<file path="config.mk">
export PLATFORM = sky130hd
export DESIGN_NAME = emboss_stream_filter
export DESIGN_NICKNAME = d
export VERILOG_FILES = /design/src/rtl/emboss_stream_filter.sv
export SDC_FILE = /design/constraint.sdc
export NUM_CORES = 1
export LEC_CHECK = 0
export BUFFER_PORTS_ARGS = -buffer_cell sky130_fd_sc_hd__buf_2
export CAP_MARGIN = 30
export CORE_MARGIN = 5
export CORE_UTILIZATION = 55
export DETAILED_ROUTE_END_ITERATION = 8
export PLACE_DENSITY = 0.78
export SLEW_MARGIN = 0
export SYNTH_ARGS = -nofsm -noshare
export SYNTH_HDL_FRONTEND = slang
export SYNTH_HIERARCHICAL = 1
export SYNTH_SLANG_ARGS = --single-unit
</file>
<file path="constraint.sdc">
create_clock -name i_user_clk -period 7.55 [get_ports i_user_clk]
set_clock_uncertainty 0.2 [all_clocks]
set_input_delay 1.51 -clock i_user_clk [delete_from_list [all_inputs] [get_ports i_user_clk]]
set_output_delay 1.51 -clock i_user_clk [all_outputs]
set_load 0.005 [all_outputs]
</file>
<file path="src/rtl/emboss_stream_filter.sv">
// Streaming emboss filter: each output pixel is 128 + (pixel - left neighbour), clamped to 0..255.
// One-word output register with pass-through backpressure; line/frame position tracked for q0 and frame_done.

module emboss_lane #(
    parameter int PW = 8
) (
    input  logic [PW-1:0] pix,
    input  logic [PW-1:0] prev,
    output logic [PW-1:0] q
);
    localparam logic [PW+1:0] BIAS = (PW+2)'(1 << (PW - 1));

    // Two guard bits: range is -127..383, so bit PW+1 flags negative and bit PW flags overflow.
    logic [PW+1:0] sum;

    always_comb begin
        sum = BIAS + {2'b00, pix} - {2'b00, prev};
        if (sum[PW+1])
            q = '0;
        else if (sum[PW])
            q = '1;
        else
            q = sum[PW-1:0];
    end
endmodule

module emboss_stream_filter #(
    parameter int LINE_WORDS  = 80,
    parameter int FRAME_LINES = 480
) (
    input  logic        i_user_clk,
    input  logic        i_rst_n,
    input  logic        i_str_data_valid,
    output logic        o_str_ack,
    input  logic [63:0] i_str_data,
    output logic        o_str_data_valid,
    input  logic        i_str_ack,
    output logic [63:0] o_str_data,
    output logic        o_frame_done
);
    localparam int NUM_LANES = 8;
    localparam int VEC_W     = 8;
    localparam int WW = (LINE_WORDS  > 1) ? $clog2(LINE_WORDS)  : 1;
    localparam int LW = (FRAME_LINES > 1) ? $clog2(FRAME_LINES) : 1;

    logic [NUM_LANES-1:0][VEC_W-1:0] pix, prev, q;
    logic [VEC_W-1:0] last_pix;
    logic [WW-1:0]    word_cnt;
    logic [LW-1:0]    line_cnt;
    logic             in_xfer, word_last, line_last;

    assign o_str_ack = !o_str_data_valid || i_str_ack;
    assign in_xfer   = i_str_data_valid && o_str_ack;
    assign word_last = (word_cnt == WW'(LINE_WORDS - 1));
    assign line_last = (line_cnt == LW'(FRAME_LINES - 1));
    assign pix       = i_str_data;

    // At line start pixel 0 is its own neighbour, so q0 comes out flat (128).
    assign prev[0] = (word_cnt == '0) ? pix[0] : last_pix;

    genvar k;
    generate
        for (k = 1; k < NUM_LANES; k++) begin : g_prev
            assign prev[k] = pix[k-1];
        end
        for (k = 0; k < NUM_LANES; k++) begin : g_lane
            emboss_lane #(.PW(VEC_W)) u_lane (
                .pix  (pix[k]),
                .prev (prev[k]),
                .q    (q[k])
            );
        end
    endgenerate

    always_ff @(posedge i_user_clk or negedge i_rst_n) begin
        if (!i_rst_n) begin
            o_str_data_valid <= 1'b0;
            o_str_data       <= '0;
            last_pix         <= '0;
        end else if (in_xfer) begin
            o_str_data_valid <= 1'b1;
            o_str_data       <= q;
            last_pix         <= pix[NUM_LANES-1];
        end else if (i_str_ack) begin
            o_str_data_valid <= 1'b0;
        end
    end

    always_ff @(posedge i_user_clk or negedge i_rst_n) begin
        if (!i_rst_n) begin
            word_cnt     <= '0;
            line_cnt     <= '0;
            o_frame_done <= 1'b0;
        end else begin
            o_frame_done <= in_xfer && word_last && line_last;
            if (in_xfer) begin
                if (word_last) begin
                    word_cnt <= '0;
                    line_cnt <= line_last ? '0 : line_cnt + 1'b1;
                end else begin
                    word_cnt <= word_cnt + 1'b1;
                end
            end
        end
    end
endmodule

</file>
==> reports/summary.json <==
{
  "sum_of_buffers_and_inverters_on_the_critical_path": 2,
  "clk_path_buf_depth": 2,
  "timing.setup.critical_path_class": "flop to flop",
  "worst_slew_margin_rel": 0.449,
  "lkg_pwr_nw": 4.67,
  "finalHoldViolCount": 0,
  "hold-path-endpoint": "o_str_data[13]$_DFFE_PN0P_",
  "setup_slack_ns": 3.57,
  "critical_path.reg2reg.startpoint": "word_cnt[0]$_DFFE_PN0P_",
  "numCtsBuffers": 9,
  "netSwitchingPower_uw": 744,
  "numPortBuffers": 134,
  "place_congestion": 0.890,
  "finalPower_mw": 2.08,
  "timing.critical_path.required_ns": 7.59,
  "launching_element_type_of_the_critical_path": "flop",
  "grt_max_degree": 65,
  "worst-endpoint-arrival_ns": 4.03,
  "power.share.switching": 0.357,
  "cts_num_sinks": 90,
  "post_synth.cell_area_avg_um2": 10.1,
  "wl_per_cell_um": 16.4,
  "cts_tree": "built",
  "path_clk_slew_ns": 0.07,
  "number_of_warnings_reported_in_the_yosys_synthesis_log": 6,
  "timing.final.setup_violations": 0,
  "outcome": "finished clean",
  "critical-path-top-delay-family": "adder cells",
  "grt_pass1_vias": 6225,
  "global_route_wire_length_before_repair_um": 30400,
  "cellPowerDensity_nw_per_um2": 226,
  "cell_count_of_the_worst_reg_to_reg_path": 14,
  "post-cts-setup-buffer-count": 0,
  "grt_residual_overflow": 0,
  "post-place-ws_ns": 3.24,
  "hold_class": "flop to flop",
  "share_of_total_power_in_combinational_logic": 0.422,
  "mappedNetlistNets": 994,
  "synthArstFlopShare": 1.00,
  "floorplan.initialDensity": 0.556,
  "hpwl_after_detailed_placement_um": 14500,
  "synth_enable_flop_cells": 0,
  "setup_tns_ns": 0,
  "report.final.slew_viol_count": 0,
  "cpMaxStageDelayCell": "sky130_fd_sc_hd__dfrtp_1",
  "antenna_cells_inserted": 0,
  "cell_by_cell_trace_of_the_critical_path": "inv_1 -> ha_1 -> nor4b_1 -> nand2_1 -> mux2_2 -> inv_1 -> ha_1 -> ha_1 -> fa_1 -> a21o_1 -> a221o_1 -> a21oi_4 -> a31oi_1 -> mux2_2",
  "final_period_minus_worst_setup_slack_ns": 3.98,
  "insertion_delay_ns": 0.35,
  "floorplan.rows": 44,
  "floorplan_core_area_um2": 14400,
  "antenna_nets_post_route": 0,
  "reg2reg_slack_ns": 3.57,
  "fin_crit_sh": 0.528,
  "design.die.area_um2": 17100,
  "post_drt_via_cell_ratio": 5.74,
  "post_layout_nonfiller_instances": 1121,
  "dieWidth_um": 131,
  "placedCellCount": 1105,
  "cpMostUsedCell": "sky130_fd_sc_hd__ha_1",
  "groute.usage.overall": 0.222,
  "rsz_0062_raised_after_global_routing": "false",
  "cp_slowest_stage_delay_ns": 0.41,
  "synth.cell_area_um2": 8020,
  "synthToLayoutAreaGrowth_pct": 15.1,
  "layout_commonest_cell": "sky130_fd_sc_hd__buf_2",
  "power.ir.vdd_worst_v": 0.000134,
  "synth.ff_latch_count": 90,
  "layout.cells.most_common_list": "sky130_fd_sc_hd__buf_2 (133), sky130_fd_sc_hd__ha_1 (123), sky130_fd_sc_hd__inv_1 (116), sky130_fd_sc_hd__dfrtp_1 (90), sky130_fd_sc_hd__mux2_2 (82)",
  "post_cts_resize_count": 0,
  "drt_first_iter_violations": 392,
  "synth-main-ff-cell": "sky130_fd_sc_hd__dfrtp_1",
  "io_pins": 135,
  "worst_slew_pin_tran_ns": 0.827,
  "seq_power_share": 0.342,
  "worstSetupEndpointType": "flop",
  "min_path_cells": 1,
  "drtPass1Iterations": 5,
  "postRouteWirelength_um": 18400,
  "synth.yosys.seq_area_share": 0.281,
  "p_int_mw": 1.34,
  "hold_buffers": 0,
  "vias": 6431,
  "htree_num_levels": 3,
  "clk_root_buffer_cell": "sky130_fd_sc_hd__clkbuf_16",
  "synth_cell_types": 47,
  "drv.max_cap_violation_count": 0,
  "r2r_end": "o_str_data[3]$_DFFE_PN0P_",
  "final_core_util": 0.640,
  "maxClockFrequency_mhz": 251,
  "post_detailed_route_drc_marker_count": 0,
  "final_nets": 1131,
  "final_layout_size_suffix_gt1_frac": 0.299,
  "syn-instance-count": 795,
  "chipHeight_um": 131,
  "power_frac_clock": 0.236,
  "number_of_antenna_violations_at_the_first_check_in_global_routing": 0,
  "source_of_the_worst_hold_timing_path": "o_str_data[13]$_DFFE_PN0P_",
  "critPathMaxFanout": 8
}
how the worst max path moves through the flow:
stage	from	end	slack, ns	cells after the start
finish	word_cnt[0]$_DFFE_PN0P_	o_str_data[3]$_DFFE_PN0P_	3.57	14
global route	word_cnt[0]$_DFFE_PN0P_	o_str_data[3]$_DFFE_PN0P_	3.32	14
CTS	word_cnt[0]$_DFFE_PN0P_	o_str_data[3]$_DFFE_PN0P_	3.58	14
detailed placement	i_str_data[1]	o_str_data[3]$_DFFE_PN0P_	3.24	11
global placement	i_str_data[1]	o_str_data[3]$_DFFE_PN0P_	3.29	11
floorplan	i_str_data[1]	o_str_data[3]$_DFFE_PN0P_	3.51	10
through the flow:
step / area, µm² / hold WS (ns)
3_5_place_dp: 8920 / 0.277
6_report: 9230 / 0.300
3_3_place_gp: 8890 / 0.275
5_1_grt: 9230 / 0.310
2_1_floorplan: 8020 / 0.252
4_1_cts: 9230 / 0.304
synthesized netlist by cell type (2+ instances only):
| library cell | n | area (µm²) |
|---|---|---|
| sky130_fd_sc_hd__ha_1 | 123 | 1540 |
| sky130_fd_sc_hd__inv_1 | 116 | 435 |
| sky130_fd_sc_hd__dfrtp_1 | 90 | 2250 |
| sky130_fd_sc_hd__mux2_2 | 82 | 923 |
| sky130_fd_sc_hd__a31oi_1 | 64 | 400 |
| sky130_fd_sc_hd__a21o_1 | 34 | 255 |
| sky130_fd_sc_hd__xnor2_1 | 30 | 263 |
| sky130_fd_sc_hd__nand3_1 | 28 | 140 |
| sky130_fd_sc_hd__a21oi_1 | 21 | 105 |
| sky130_fd_sc_hd__nand2_1 | 20 | 75.1 |
| sky130_fd_sc_hd__nand2b_1 | 18 | 113 |
| sky130_fd_sc_hd__nor2_1 | 14 | 52.6 |
| sky130_fd_sc_hd__o21ai_0 | 14 | 70.1 |
| sky130_fd_sc_hd__and3_1 | 11 | 68.8 |
| sky130_fd_sc_hd__buf_2 | 10 | 50.1 |
| sky130_fd_sc_hd__a2111oi_0 | 8 | 70.1 |
| sky130_fd_sc_hd__a211oi_1 | 8 | 60.1 |
| sky130_fd_sc_hd__a21boi_2 | 8 | 90.1 |
| sky130_fd_sc_hd__a21oi_4 | 8 | 130 |
| sky130_fd_sc_hd__a311oi_1 | 8 | 70.1 |
| sky130_fd_sc_hd__fa_1 | 8 | 160 |
| sky130_fd_sc_hd__mux2i_2 | 8 | 110 |
| sky130_fd_sc_hd__nand3b_1 | 8 | 60.1 |
| sky130_fd_sc_hd__or3b_2 | 7 | 61.3 |
| sky130_fd_sc_hd__a221o_1 | 6 | 60.1 |
| sky130_fd_sc_hd__and2b_1 | 6 | 45.0 |
| sky130_fd_sc_hd__or2b_1 | 6 | 45.0 |
| sky130_fd_sc_hd__a21oi_2 | 3 | 26.3 |
| sky130_fd_sc_hd__nand3_2 | 3 | 30.0 |
| sky130_fd_sc_hd__a221o_2 | 2 | 22.5 |
| sky130_fd_sc_hd__a221oi_4 | 2 | 52.6 |
| sky130_fd_sc_hd__and4_1 | 2 | 17.5 |
| sky130_fd_sc_hd__nand4_1 | 2 | 12.5 |
| sky130_fd_sc_hd__nor2b_1 | 2 | 12.5 |
| sky130_fd_sc_hd__nor2b_2 | 2 | 17.5 |
| sky130_fd_sc_hd__o31ai_1 | 2 | 15.0 |
routing by layer:
layer | wire [µm] | vias to the layer above | global-route usage
li1 | - | 3195 | -
met1 | 8400 | 3038 | 0.303
met2 | 8590 | 168 | 0.359
met3 | 1020 | 30 | 0.0419
met4 | 363 | 0 | 0.0720
met5 | 0 | - | 0
state kept, by name (all words and copies together), names as in the netlist:
register          count
line_cnt              9
o_str_data           64
o_str_data_valid      1
o_frame_done          1
last_pix              8
word_cnt              7
cell families (layout without fill, tap and decap cells):
family,Yosys count,after routing,share of synthesized area
and+or+nand+nor,138,138,0.106
AOI/OAI and AO/OA,190,190,0.180
adders and majority gates,131,131,0.212
buffers and inverters,126,268,0.0605
DFF,90,90,0.281
xor gates and xnor gates,30,30,0.0327
muxes,90,90,0.129
power by group through the flow:
| stage | Combinational, mW | Sequential, mW | Clock [mW] |
|---|---|---|---|
| final | 0.880 | 0.713 | 0.491 |
| after CTS | 0.886 | 0.714 | 0.505 |
| after global placement | 0.856 | 0.716 | 0 |
| after floorplan | 0.584 | 0.724 | 0 |
| after detailed placement | 0.878 | 0.722 | 0 |
| after global routing | 0.989 | 0.731 | 0.522 |
area by class of cell:
type                    count  area [µm²]
multi-input cells         579        5290
fillers                  1222        5190
flip-flops and latches     90        2250
repair buffers            136         708
inverters                 116         435
well taps                 184         230
clock buffers               9         225
clock inverters             7        87.6
worst reg2reg max path, delay by kind of cell, from the launching register on:
kind | cells | cell delay [ns]
and+or+nand+nor | 2 | 0.52
AOI/OAI and AO/OA | 4 | 0.92
buffers and inverters | 2 | 0.16
adders and majority gates | 4 | 1.00
DFF | 1 | 0.41
muxes | 2 | 0.66
(Power assumes the default switching activity.)
